$ cat src/rtl/puf_eval_sched.sv
// puf_eval_sched: round-robin scheduler that shares one PUF evaluation core
// between NREQ requesters. Each granted request is evaluated VOTES times
// (reset -> settle -> enable -> ready), the response bits are majority-voted
// and the result is returned tagged with the requester id.
//
// Ports:
//   clk          system clock, rising edge
//   sys_rst_neg  asynchronous active-low reset
//   req_valid    per-requester request pending
//   req_chall    per-requester challenge, requester i in [i*CW +: CW]
//   req_ready    one-hot accept strobe (combinational, IDLE only)
//   rsp_valid    one-cycle result strobe
//   rsp_id       requester index of the result
//   rsp_data     majority-voted response (zero on timeout)
//   rsp_err      evaluation timed out
//   puf_rst_pos  PUF reset, active-high
//   puf_en       PUF enable
//   puf_chall    PUF challenge, held from grant until DONE
//   puf_response PUF response
//   puf_ready    PUF ready (level, synchronous to clk)
//
// state   | meaning
// --------+-------------------------------------------------
// IDLE    | PUF held in reset, waiting for a request
// RST     | one cycle of PUF reset before an evaluation
// SETTLE  | reset released, enable still low, timer cleared
// EVAL    | PUF enabled, waiting for ready or timeout
// CAPTURE | accumulate captured response into vote counters
// DONE    | present result for one cycle

module puf_eval_sched #(
    parameter int NREQ    = 2,
    parameter int CW      = 8,
    parameter int RW      = 8,
    parameter int VOTES   = 3,
    parameter int TO_W    = 8,
    parameter int TIMEOUT = 200,
    localparam int IDW    = (NREQ > 1) ? $clog2(NREQ) : 1,
    localparam int CNTW   = $clog2(VOTES + 1)
) (
    input  logic                 clk,
    input  logic                 sys_rst_neg,
    input  logic [NREQ-1:0]      req_valid,
    input  logic [NREQ*CW-1:0]   req_chall,
    output logic [NREQ-1:0]      req_ready,
    output logic                 rsp_valid,
    output logic [IDW-1:0]       rsp_id,
    output logic [RW-1:0]        rsp_data,
    output logic                 rsp_err,
    output logic                 puf_rst_pos,
    output logic                 puf_en,
    output logic [CW-1:0]        puf_chall,
    input  logic [RW-1:0]        puf_response,
    input  logic                 puf_ready
);

    typedef enum logic [2:0] {
        S_IDLE, S_RST, S_SETTLE, S_EVAL, S_CAPTURE, S_DONE
    } state_t;

    state_t                   state_q;
    logic [IDW-1:0]           rr_ptr_q;
    logic [IDW-1:0]           id_q;
    logic [CW-1:0]            chall_q;
    logic [RW-1:0]            cap_q;
    logic [RW-1:0][CNTW-1:0]  ones_q;
    logic [RW-1:0][CNTW-1:0]  ones_d;
    logic [RW-1:0]            maj_d;
    logic [CNTW-1:0]          vote_idx_q;
    logic [TO_W-1:0]          to_cnt_q;
    logic                     rst_pos_q;
    logic                     en_q;
    logic                     rsp_valid_q;
    logic [IDW-1:0]           rsp_id_q;
    logic [RW-1:0]            rsp_data_q;
    logic                     rsp_err_q;

    logic                     gnt_valid;
    logic [IDW-1:0]           gnt_idx;
    logic [IDW-1:0]           gnt_next;
    logic [IDW-1:0]           cand;
    logic [CW-1:0]            gnt_chall;

    // First pending requester at or above rr_ptr, wrapping.
    always_comb begin
        gnt_valid = 1'b0;
        gnt_idx   = '0;
        cand      = '0;
        for (int k = 0; k < NREQ; k++) begin
            cand = IDW'((int'(rr_ptr_q) + k) % NREQ);
            if (!gnt_valid && req_valid[cand]) begin
                gnt_valid = 1'b1;
                gnt_idx   = cand;
            end
        end
        gnt_next  = IDW'((int'(gnt_idx) + 1) % NREQ);
        gnt_chall = '0;
        req_ready = '0;
        for (int k = 0; k < NREQ; k++) begin
            if (gnt_idx == IDW'(k)) begin
                gnt_chall = req_chall[k*CW +: CW];
            end
            // Gated by reset so the strobe is low while the block is held in reset.
            req_ready[k] = sys_rst_neg && (state_q == S_IDLE) && gnt_valid && (gnt_idx == IDW'(k));
        end
    end

    // Vote counters including the response captured in this CAPTURE cycle.
    always_comb begin
        for (int b = 0; b < RW; b++) begin
            ones_d[b] = ones_q[b] + CNTW'(cap_q[b]);
            maj_d[b]  = (ones_d[b] > CNTW'(VOTES / 2));
        end
    end

    always_ff @(posedge clk or negedge sys_rst_neg) begin
        if (!sys_rst_neg) begin
            state_q     <= S_IDLE;
            rr_ptr_q    <= '0;
            id_q        <= '0;
            chall_q     <= '0;
            cap_q       <= '0;
            ones_q      <= '0;
            vote_idx_q  <= '0;
            to_cnt_q    <= '0;
            rst_pos_q   <= 1'b1;
            en_q        <= 1'b0;
            rsp_valid_q <= 1'b0;
            rsp_id_q    <= '0;
            rsp_data_q  <= '0;
            rsp_err_q   <= 1'b0;
        end else begin
            rsp_valid_q <= 1'b0;
            case (state_q)
                S_IDLE: begin
                    if (gnt_valid) begin
                        chall_q    <= gnt_chall;
                        id_q       <= gnt_idx;
                        rr_ptr_q   <= gnt_next;
                        ones_q     <= '0;
                        vote_idx_q <= '0;
                        rst_pos_q  <= 1'b1;
                        en_q       <= 1'b0;
                        state_q    <= S_RST;
                    end
                end
                S_RST: begin
                    rst_pos_q <= 1'b0;
                    state_q   <= S_SETTLE;
                end
                S_SETTLE: begin
                    to_cnt_q <= '0;
                    en_q     <= 1'b1;
                    state_q  <= S_EVAL;
                end
                S_EVAL: begin
                    to_cnt_q <= to_cnt_q + 1'b1;
                    // Ready takes priority over a coincident timeout.
                    if (puf_ready) begin
                        cap_q   <= puf_response;
                        en_q    <= 1'b0;
                        state_q <= S_CAPTURE;
                    end else if (to_cnt_q == TO_W'(TIMEOUT - 1)) begin
                        en_q        <= 1'b0;
                        rst_pos_q   <= 1'b1;
                        rsp_valid_q <= 1'b1;
                        rsp_id_q    <= id_q;
                        rsp_data_q  <= '0;
                        rsp_err_q   <= 1'b1;
                        state_q     <= S_DONE;
                    end
                end
                S_CAPTURE: begin
                    ones_q     <= ones_d;
                    vote_idx_q <= vote_idx_q + 1'b1;
                    rst_pos_q  <= 1'b1;
                    if (vote_idx_q == CNTW'(VOTES - 1)) begin
                        rsp_valid_q <= 1'b1;
                        rsp_id_q    <= id_q;
                        rsp_data_q  <= maj_d;
                        rsp_err_q   <= 1'b0;
                        state_q     <= S_DONE;
                    end else begin
                        state_q <= S_RST;
                    end
                end
                S_DONE: begin
                    state_q <= S_IDLE;
                end
                default: begin
                    state_q <= S_IDLE;
                end
            endcase
        end
    end

    assign rsp_valid   = rsp_valid_q;
    assign rsp_id      = rsp_id_q;
    assign rsp_data    = rsp_data_q;
    assign rsp_err     = rsp_err_q;
    assign puf_rst_pos = rst_pos_q;
    assign puf_en      = en_q;
    assign puf_chall   = chall_q;

endmodule

$ cat config.mk
export PLATFORM = sky130hd
export DESIGN_NAME = puf_eval_sched
export DESIGN_NICKNAME = d
export VERILOG_FILES = /design/src/rtl/puf_eval_sched.sv
export SDC_FILE = /design/constraint.sdc
export NUM_CORES = 1
export LEC_CHECK = 0
export ABC_AREA = 1
export BUFFER_PORTS_ARGS = -buffer_cell sky130_fd_sc_hd__buf_2
export CAP_MARGIN = 10
export CORE_MARGIN = 2
export CORE_UTILIZATION = 35
export CTS_CLUSTER_SIZE = 8
export DETAILED_ROUTE_END_ITERATION = 8
export GPL_TIMING_DRIVEN = 0
export PLACE_DENSITY = 0.57
export SLEW_MARGIN = 20
export SYNTH_ARGS = -nofsm -noshare
export SYNTH_HDL_FRONTEND = slang
export SYNTH_SLANG_ARGS = --single-unit
$ cat constraint.sdc
create_clock -name clk -period 3.1 [get_ports clk]
set_input_delay 0.31 -clock clk [delete_from_list [all_inputs] [get_ports clk]]
set_output_delay 0.31 -clock clk [all_outputs]
set_load 0.03 [all_outputs]
## Word level (Yosys, flattened, before mapping)

Index checks and enable logic that the tools add are counted.

- Word-level logic and storage cells: 115
- Register bits after elaboration: 60
- Bits of input ports: 29
- Output and inout bits: 23

- Add/sub/neg operators: 12
- $lt $le $gt $ge: 10
- Reduce and logical (&&, ||, !) cells: 19
- Bitwise logic cells: 1
- Mux-type cells: 41
- Equal/unequal tests: 11

Operators with widths:

| kind | number |
|---|---|
| two-way mux 8 bit | 4 |
| case mux 16 bit (2 select lines) | 1 |
| case mux 8 bit (2 select lines) | 2 |
| two-way mux 1 bit | 21 |
| adder 2 x 1 -> 2 bit | 8 |
| greater-than comparator 2 x 1 -> 1 bit, second input constant | 8 |
| two-way mux 16 bit | 1 |
| case mux 3 bit (5 select lines) | 1 |
| two-way mux 3 bit | 4 |
| adder 8 x 1 -> 8 bit, second input constant | 1 |
| equality test 8 bit, second input constant | 1 |
| inequality test 2 bit, second input constant | 4 |
| AND reduction 2 bit | 4 |
| AND reduction 4 bit | 2 |
| equality test 3 x 2 -> 1 bit, second input constant | 2 |
| case mux 1 bit (2 select lines) | 3 |
| nonzero test 2 bit | 3 |
| logical AND 1 bit | 5 |
| < comparator 1 x 2 -> 1 bit, second input constant | 2 |
| case mux 1 bit (4 select lines) | 1 |
| case mux 2 bit (2 select lines) | 1 |
| nonzero test 4 bit | 1 |
| equality test 3 x 1 -> 1 bit, second input constant | 1 |
| equality test 3 bit, second input constant | 1 |
| other kinds (11) | 12 |

## Depth between registers and ports, before layout

Gate-level depths: netlist of run 1.

- Depth after elaboration: 8
- Mapped depth: 8
- Depth with buffers taken out: 8

## Least setup slack after synthesis of run 1

No wires, ideal clock.

- Kind: reg-to-output
- Start point: register state_q[0]
- End point: output port req_ready[0]
- Arrival: 1.506 ns
- Path slack: 1.284 ns
- Data required time: 2.790 ns
- Buffers on the path: 1
- Cell stages (with the launch flop): 7
- Cells stage by stage: dfrtp_1 -> nor2_2 -> nand2_1 -> a21oi_2 -> buf_4 -> nand2_1 -> nor2_1

- Longest elaborated chain between the ends: 4

Ends and longest elaborated chain:

| what | RTL line | source |
|---|---|---|
| start, declared | 61 | `state_t state_q;` |
| start signal, assigned | 118 | `state_q <= S_IDLE;` |
| start signal, assigned | 144 | `state_q <= S_RST;` |
| start signal, assigned | 149 | `state_q <= S_SETTLE;` |
| zero test 3 bit | 104 | `req_ready[k] = sys_rst_neg && (state_q == S_IDLE) && gnt_valid && (gnt_idx == IDW'(k));` |
| logical AND 1 bit (3 in a row) | 104 |  |
| end, declared | 45 | `output logic [NREQ-1:0] req_ready,` |

No other way between the ends.

## Worst setup path after layout of run 1

Same ends and word-level chain as after synthesis.

==> results of run 1 <==
## logic make-up (layout without fill, tap and decap cells)
family          Yosys count  after routing  synth area share [%]
fa+ha+maj                10             10                  4.24
simple gates            195            195                  29.9
compound gates           41             41                  8.14
xor+xnor                  1              1                 0.297
buf+inv                  43            111                  6.53
flops                    60             60                  50.9
## power groups by stage
stage	logic (mW)	registers [mW]	clock network (mW)
global route	1.17	1.18	0.670
CTS	1.05	1.15	0.636
detailed placement	1.04	1.16	0
finish	1.03	1.15	0.618
global placement	1.02	1.15	0
floorplan	0.638	1.26	0
## sequential cells by signal, indices dropped and copies added, names as in the netlist
| signal | count |
|---|---|
| cap_q | 8 |
| id_q | 1 |
| ones_q | 16 |
| puf_chall | 8 |
| puf_en | 1 |
| puf_rst_pos | 1 |
| rr_ptr_q | 1 |
| rsp_data | 8 |
| rsp_err | 1 |
| rsp_id | 1 |
| rsp_valid | 1 |
| state_q | 3 |
| to_cnt_q | 8 |
| vote_idx_q | 2 |
## worst paths after layout
kind | startpoint | end | slack (ns) | cells past startpoint
max | state_q[0] | req_ready[0] | 0.91 | 7
min | puf_response[7] | cap_q[7] | 0.20 | 3
max reg2reg | to_cnt_q[0] | rsp_data[0] | 1.58 | 7
min reg2reg | puf_rst_pos | puf_rst_pos | 0.46 | 2
max in group asynchronous | sys_rst_neg | puf_rst_pos | 2.16 | 3
min in group asynchronous | sys_rst_neg | ones_q[2] | 0.38 | 2
## metal layers
metal  share of wire [%]  global-route usage [%]
met1                  49                    19.8
met2                  45                    22.4
met3                 4.0                    4.23
met4                 1.5                    5.71
met5                   0                       0
## layout make-up
type,instances,area (sq um)
timing repair buffer,53,295
buffer,8,56.3
clock buffer,13,159
inverter,35,136
sequential,60,1500
multi-input combinational,247,1260
tap,105,131
clock inverter,2,10.0
fill,814,4670
## cells in the final DEF (no fill, tap or decap), drive strengths merged
| cell type | Yosys | routed |
|---|---|---|
| nor2 | 12 | 12 |
| nand3 | 30 | 30 |
| a21oi | 13 | 13 |
| o22ai | 1 | 1 |
| nand2 | 142 | 142 |
| a31oi | 1 | 1 |
| o21ai | 17 | 17 |
| dlygate4sd3 | 0 | 1 |
| o31a | 1 | 1 |
| clkinv | 0 | 2 |
| inv | 35 | 35 |
| clkbuf | 1 | 14 |
| o21bai | 8 | 8 |
| or2 | 9 | 9 |
| dfstp | 1 | 1 |
| buf | 7 | 59 |
| ha | 10 | 10 |
| xor2 | 1 | 1 |
| nand4 | 2 | 2 |
| dfrtp | 59 | 59 |
## stage by stage
step           total power, mW  instances  worst slack (ns)  utilization, %  cell area (sq um)
2_1_floorplan             1.90        350              1.28               -               2950
3_3_place_gp              2.17        506             0.834            40.6               3340
3_5_place_dp              2.20        507              1.25            41.0               3370
4_1_cts                   2.83        523             0.884            43.2               3550
5_1_grt                   3.02        523             0.772            43.2               3550
6_report                  2.79        523             0.906            43.2               3550
## worst register-to-register path, delay by kind of cell, from the launching register on
kind | cells | cell delay, ns
fa+ha+maj | 1 | 0.21
buf+inv | 1 | 0.18
flops | 1 | 0.39
simple gates | 5 | 0.63
## timing repair
action                                 in CTS  in global routing
hold buffers                                1                  0
endpoints found under the hold margin      15                  0
setup buffers                               0                  0
resized for setup                           0                  0
==> impl_metrics.ini, run 1 <==
[setup_path]
cp_top_family = simple AND/OR/NAND/NOR gates
required_ns = 2.79
start_kind = flop
end_kind = primary output
cp_max_fo = 10
cp_common_cell = nand2_1
crit_arrival_ns = 1.88
worstSetupPathType = reg2out
path_buf_inv = 2
critPathSlowestCell = dfrtp_1
cp_slowest_stage_delay_ns = 0.47
path_cells = nor2_2 > nand2_1 > a21oi_2 > buf_4 > nand2_1 > nor2_1 > buf_2

[power]
switchingPower_mw = 1.12
total_leakage_power_nw = 1.95
power_density_nw_per_um2 = 787
comb_power_share_pct = 36.8
irDropWorstVdd_mv = 0.531
seqPwrFrac_pct = 41.1
pwr-share-clk_pct = 22.1
power.internal_mw = 1.67
netSwitchingFraction_pct = 40.2

[synthesis]
synth.most_common_cell = nand2_1
ys_seq_area_share_pct = 50.9
synth_area_leaders = dfrtp_1, nand2_1, ha_1, inv_1, nand3_1
yosys.area.top_type = dfrtp_1
synthesis.area_sq_um = 2950
yosys_register_bits = 60
netlist.area_leader.share_pct = 50.0
syn_nets = 389
syn_area_per_cell_sq_um = 8.44
synthCells = 350
synth_edf_count = 0
synthArstFlopShare_pct = 100
synthTopCellsByCount = nand2_1, dfrtp_1, inv_1
ys.flop_type = dfrtp_1
synth_warnings = 0
synth_cell_types = 31

[drt]
dr.pass1.iters = 4
drc = 0
ant_nets = 0
vias_per_cell = 4.54
vias = 2377
routedWlPerCell_um = 11.6
drt_wl_total_um = 6050
drt_iter0_markers = 103

[die]
core_sq_um = 8220
dieHeight_um = 95.9
ios = 52
rows = 33
fp.dieW_um = 95.9
die_area_sq_um = 9190
initial_core_util_pct = 35.9

[cts]
root_buffer = clkbuf_8
max-clock-path-buffers = 2
htreeDepth = 3
insertion_delay_ns = 0.33
cts.sinks = 60
clkTransAtPathRegs_ns = 0.07
cts_buffers = 9
cts_tree = yes

[grt]
track_usage_pct = 14.7
grt-ovfl-total = 0
grt_max_degree = 47
antenna_found_initial = 0
grt_pass1_vias = 2251
grt_pass1_wl_um = 10300

[timing]
final_hold_viol_count = 0
finalSetupTns_ns = 0
tightestPinTransition_ns = 0.533
slew_violations = 0
skew_ns = 0.00535
rsz0062_at_grt = false
fin_crit_sh_pct = 70.8
finalSetupViolCount = 0
period_minus_slack_ns = 2.19
whs_ns = 0.200
max_freq_mhz = 456
slew_headroom_pct = 64.5

[placement]
place_hpwl_um = 4440
port_buffers = 51
finalWeightedCongestion = 0.745

[worst_hold_path]
hold_path.class = in2reg

[outcome]
outcome = finished, final reports clean

[layout]
antennaDiodeCount = 0
final_nets = 453
area_growth_pct = 20.2
final_layout_size_suffix_gt1_share_pct = 24.2

[flow_run]
drv_cap = 0
(Power assumes the default switching activity.)
==> run 2, diff against run 1 <==
==> constraint.sdc (replaced) <==
create_clock -name clk -period 2.2 [get_ports clk]
set_input_delay 0.22 -clock clk [delete_from_list [all_inputs] [get_ports clk]]
set_output_delay 0.22 -clock clk [all_outputs]
set_load 0.03 [all_outputs]
==> run 2 against run 1 <==
Effect of this change: register-to-register slack lost 0.90 ns; worst setup slack worse by 0.77 ns; via count increased by 0.42%; hold slack worse by 0.086 ns; non-clock buffer count is the same; flip-flop and latch count did not move; combinational power is 41% higher; critical path type unchanged; critical endpoint unchanged; highest routed layer unchanged.
==> impl_metrics.ini, run 2 (synthesis results as in run 1) <==
[die]
dieHeight_um = 95.9
ios = 52
fp.dieW_um = 95.9
rows = 33
die_area_sq_um = 9190
core_sq_um = 8220
initial_core_util_pct = 35.9

[worst_hold_path]
min_from = puf_response[7]
whs_path_depth = 3
hold_path_end = cap_q[7]
hold_path.class = in2reg

[flow_run]
drv_cap = 0

[timing]
whs_ns = 0.114
finalSetupTns_ns = 0
tightestPinTransition_ns = 0.536
setup_ws_ns = 0.140
finalSetupViolCount = 0
skew_ns = 0.00392
period_minus_slack_ns = 2.06
final_hold_viol_count = 0
rsz0062_at_grt = false
slew_headroom_pct = 64.3
max_freq_mhz = 485
fin_crit_sh_pct = 93.6
slew_violations = 0

[cts]
clkTransAtPathRegs_ns = 0.07
htreeDepth = 3
insertion_delay_ns = 0.33
max-clock-path-buffers = 2
cts.sinks = 60
cts_buffers = 9
cts_tree = yes
root_buffer = clkbuf_8

[layout]
final_cell_mix = nand2_1, dfrtp_1, buf_2, inv_1, nand3_1
antennaDiodeCount = 0
mostFrequentLayoutCell = nand2_1
final_nets = 453
fin_area_sq_um = 3550
nFillCells = 811
top_register = ones_q
largest_reg_flops = 16
final_layout_size_suffix_gt1_share_pct = 24.2
area_growth_pct = 20.3

[drt]
vias = 2387
met2_length_um = 2740
routedWlPerCell_um = 11.6
vias_per_cell = 4.56
drt_iter0_markers = 100
dr.max_layer_used = met4
dr.pass1.iters = 4
wl_met3_um = 268
drt_wl_total_um = 6040
drc = 0
met1_length_um = 2940
ant_nets = 0

[grt]
antenna_found_initial = 0
track_usage_pct = 14.7
grt_max_degree = 47
grt-ovfl-total = 0
grt_pass1_wl_um = 10300
grt_pass1_vias = 2251

[power]
power_density_nw_per_um2 = 1110
total_leakage_power_nw = 1.96
irDropWorstVdd_mv = 0.748

[placement]
place_hpwl_um = 4440
finalWeightedCongestion = 0.745
port_buffers = 51
postPlaceCellArea_sq_um = 3370
dpl_worst_slack_ns = 0.443

[setup_path]
reg2reg_to = rsp_data[0]
worstSetupPathType = reg2out
r2r_slack_ns = 0.68
crit_arrival_ns = 1.84
end_kind = primary output
start_kind = flop
r2r_cells = 7
rr_startpoint = to_cnt_q[0]
required_ns = 1.98
cp_max_fo = 10

[outcome]
outcome = finished, final reports clean
## run 2: how the worst max path moves through the flow
stage / start / end
2_1_floorplan: state_q[0] / req_ready[0]
3_3_place_gp: sys_rst_neg / req_ready[1]
3_5_place_dp: state_q[0] / req_ready[0]
4_1_cts: state_q[0] / req_ready[0]
5_1_grt: state_q[0] / req_ready[0]
6_report: state_q[0] / req_ready[0]
## run 2: critical path: stages (launching register included)
cell and delay [ns]:
dfrtp_1 0.48, nor2_4 0.18, nand2_1 0.09, a21oi_2 0.13
buf_4 0.22, nand2_1 0.08, nor2_1 0.11, buf_2 0.21
## run 2: power by group
group	switching (mW)	internal (mW)
logic	0.959	0.491
registers	0.218	1.41
clock network	0.407	0.461
total	1.58	2.36
## run 2: timing repair
item | CTS | global route
buffers inserted | 0 | 0
resized for setup | 0 | 1
hold endpoints to repair | 15 | 0
setup endpoints to repair | 0 | 1
hold buffers | 1 | 0
## run 2: layer usage
layer | up-vias | track usage, %
li1 | 1238 | -
met2 | 43 | 22.4
met5 | - | 0
met3 | 9 | 4.23
met1 | 1097 | 19.8
met4 | 0 | 5.71
## run 2: layout make-up
cell class,instances,area (sq um),area share (%)
inverter,35,136,3.84
multi-input combinational,247,1260,35.5
sequential,60,1500,42.3
tap,105,131,3.70
clock inverter,2,10.0,0.282
timing repair buffer,53,295,8.31
buffer,8,56.3,1.58
clock buffer,13,159,4.47
## run 2: metrics by stage
stage | cells | power (mW) | util, %
finish | 523 | 3.94 | 43.2
global route | 523 | 4.27 | 43.2
CTS | 523 | 3.99 | 43.2
detailed placement | 507 | 3.10 | 41.0
global placement | 506 | 3.06 | 40.6
floorplan | 350 | 2.68 | -
==> run 3, diff against run 2 <==
--- a/config.mk
+++ b/config.mk
@@ -5,7 +5,6 @@
 export SDC_FILE = /design/constraint.sdc
 export NUM_CORES = 1
 export LEC_CHECK = 0
-export ABC_AREA = 1
 export BUFFER_PORTS_ARGS = -buffer_cell sky130_fd_sc_hd__buf_2
 export CAP_MARGIN = 10
 export CORE_MARGIN = 2
==> run 3 against run 2 <==
Effect of this change: die area shrank 2.0%; global-route usage decreased by 0.46 points; cell count fell by 20%; largest cell class unchanged; synthesized cell count down 30%; sequential share of layout area increased by 0.54 points; critical path type unchanged; flip-flop and latch count stayed put; sequential power grew 6%.
==> impl_metrics.ini, run 3 <==
[power]
power_density_nw_per_um2 = 1260
total_leakage_power_nw = 1.71
irDropWorstVdd_mv = 0.409

[cts]
cts_buffers = 9
clkTransAtPathRegs_ns = 0.07
max-clock-path-buffers = 2
htreeDepth = 3
cts.sinks = 60
insertion_delay_ns = 0.33
root_buffer = clkbuf_8
cts_tree = yes

[timing]
period_minus_slack_ns = 2.01
finalSetupTns_ns = 0
finalSetupViolCount = 0
rsz0062_at_grt = false
max_freq_mhz = 497
whs_ns = 0.110
tightestPinTransition_ns = 0.565
final_hold_viol_count = 0
skew_ns = 0.00625
fin_crit_sh_pct = 91.5
slew_headroom_pct = 62.3
slew_violations = 0

[die]
fp.dieW_um = 94.9
core_sq_um = 8090
dieHeight_um = 94.9
rows = 33
die_area_sq_um = 9010
initial_core_util_pct = 35.7
ios = 52

[placement]
postPlaceCellArea_sq_um = 3310
finalWeightedCongestion = 0.776
place_hpwl_um = 4170
dp.cells = 403
port_buffers = 51

[synthesis]
ys_seq_area_share_pct = 51.9
netlist.area_leader.share_pct = 51.0
yosys.area.top_type = dfrtp_1
synth_warnings = 0
yosys_register_bits = 60
synth_edf_count = 0
synth_area_leaders = dfrtp_1, ha_1, mux2_2, a22o_1, a221o_1
syn_area_per_cell_sq_um = 11.8
syn_nets = 285
synth_cell_types = 46
synthTopCellsByCount = dfrtp_1, nand2_1, a22o_1, and3_1
synthesis.area_sq_um = 2890
synth.most_common_cell = dfrtp_1
synthArstFlopShare_pct = 100
synthCells = 246
ys.flop_type = dfrtp_1

[setup_path]
r2r_slack_ns = 0.51
reg2reg_to = rsp_data[2]
worstSetupPathType = reg2out
crit_arrival_ns = 1.79
crit_start = state_q[0]
end_kind = primary output
start_kind = flop
critical_path.endpoint = req_ready[1]
cp_max_fo = 10
r2r_cells = 4
required_ns = 1.98
rr_startpoint = to_cnt_q[4]

[grt]
grt_use_met2_pct = 20.8
grt_max_degree = 55
use_met1_pct = 20.3
grt-ovfl-total = 0
grt_pass1_vias = 1948
met3_usage_pct = 3.19
track_usage_pct = 14.3
grt_pass1_wl_um = 9830
antenna_found_initial = 0
grt-busiest-layer = met2

[worst_hold_path]
whs_path_depth = 2
hold_path.class = in2reg

[layout]
largest_reg_flops = 16
area_growth_pct = 21.3
antennaDiodeCount = 0
final_cell_mix = dfrtp_1, buf_2, nand2_1, and3_1, a22o_1
final_layout_size_suffix_gt1_share_pct = 31.1
fin_area_sq_um = 3510
mostFrequentLayoutCell = dfrtp_1
top_register = ones_q
final_nets = 349
instances_no_fill = 420

[drt]
vias_per_cell = 5.07
routedWlPerCell_um = 14.4
drt_wl_total_um = 6050
ant_nets = 0
vias = 2130
drt_iter0_markers = 90
dr.pass1.iters = 4
drc = 0

[flow_run]
drv_cap = 0

[outcome]
outcome = finished, final reports clean
## run 3: layout make-up
type	count	area [sq um]
inverters	3	11.3
well taps	105	131
fillers	816	4580
plain buffers	16	100
multi-input cells	167	1280
clock buffers	11	131
flip-flops and latches	60	1500
clock inverters	5	52.6
repair buffers	53	295
## run 3: logic make-up (layout without fill, tap and decap cells)
group           count (synthesis)  in the layout  synth area share [%]
buf+inv                        19             88                  3.85
compound gates                 64             64                  16.9
simple gates                   70             70                  15.0
mux                            14             14                  5.28
flops                          60             60                  51.9
fa+ha+maj                      10             10                  4.33
xor+xnor                        9              9                  2.73
## run 3: repair_timing
| action | CTS | global route |
|---|---|---|
| hold endpoints to repair | 59 | 0 |
| endpoints found under the setup margin | 0 | 1 |
| hold buffers | 1 | 0 |
| gates resized for setup | 0 | 1 |
| buffers inserted | 0 | 0 |
## run 3: per-stage QoR
stage                     power, mW  utilization [%]  setup slack (ns)
after floorplan                3.00                -             0.625
after global placement         3.45             40.5             0.141
after detailed placement       3.50             40.9             0.458
after CTS                      4.46             43.3            0.0872
after global routing           4.73             43.4            0.0289
final                          4.41             43.4             0.186
## run 3: worst min-delay path by stage
| stage | slack [ns] | endpoint | from |
|---|---|---|---|
| floorplan | -0.08 | cap_q[0] | sys_rst_neg |
| global placement | 0.45 | puf_chall[3] | req_chall[11] |
| detailed placement | 0.07 | cap_q[0] | sys_rst_neg |
| CTS | 0.10 | puf_chall[6] | req_chall[14] |
| global route | 0.10 | puf_chall[6] | req_chall[14] |
| finish | 0.11 | puf_chall[6] | req_chall[14] |
## run 3: power by group
group	total (mW)	internal (mW)	leakage [nW]	switching [mW]
clock	0.950	0.518	0.0931	0.433
sequential	1.71	1.48	0.745	0.231
combinational	1.76	0.734	0.871	1.02
## run 3: routing by layer
layer  share of wire (%)  vias to the layer above
met5                   0                        -
met3                 4.3                        7
li1                    -                     1053
met2                  44                       37
met1                  50                     1033
met4                 1.3                        0
## run 3: worst max-delay path: stages (launching register included)
cell and delay [ns]:
dfrtp_1 0.40, buf_6 0.15, nor3_2 0.19, and3_1 0.17
buf_2 0.22, and2_1 0.15, buf_2 0.19
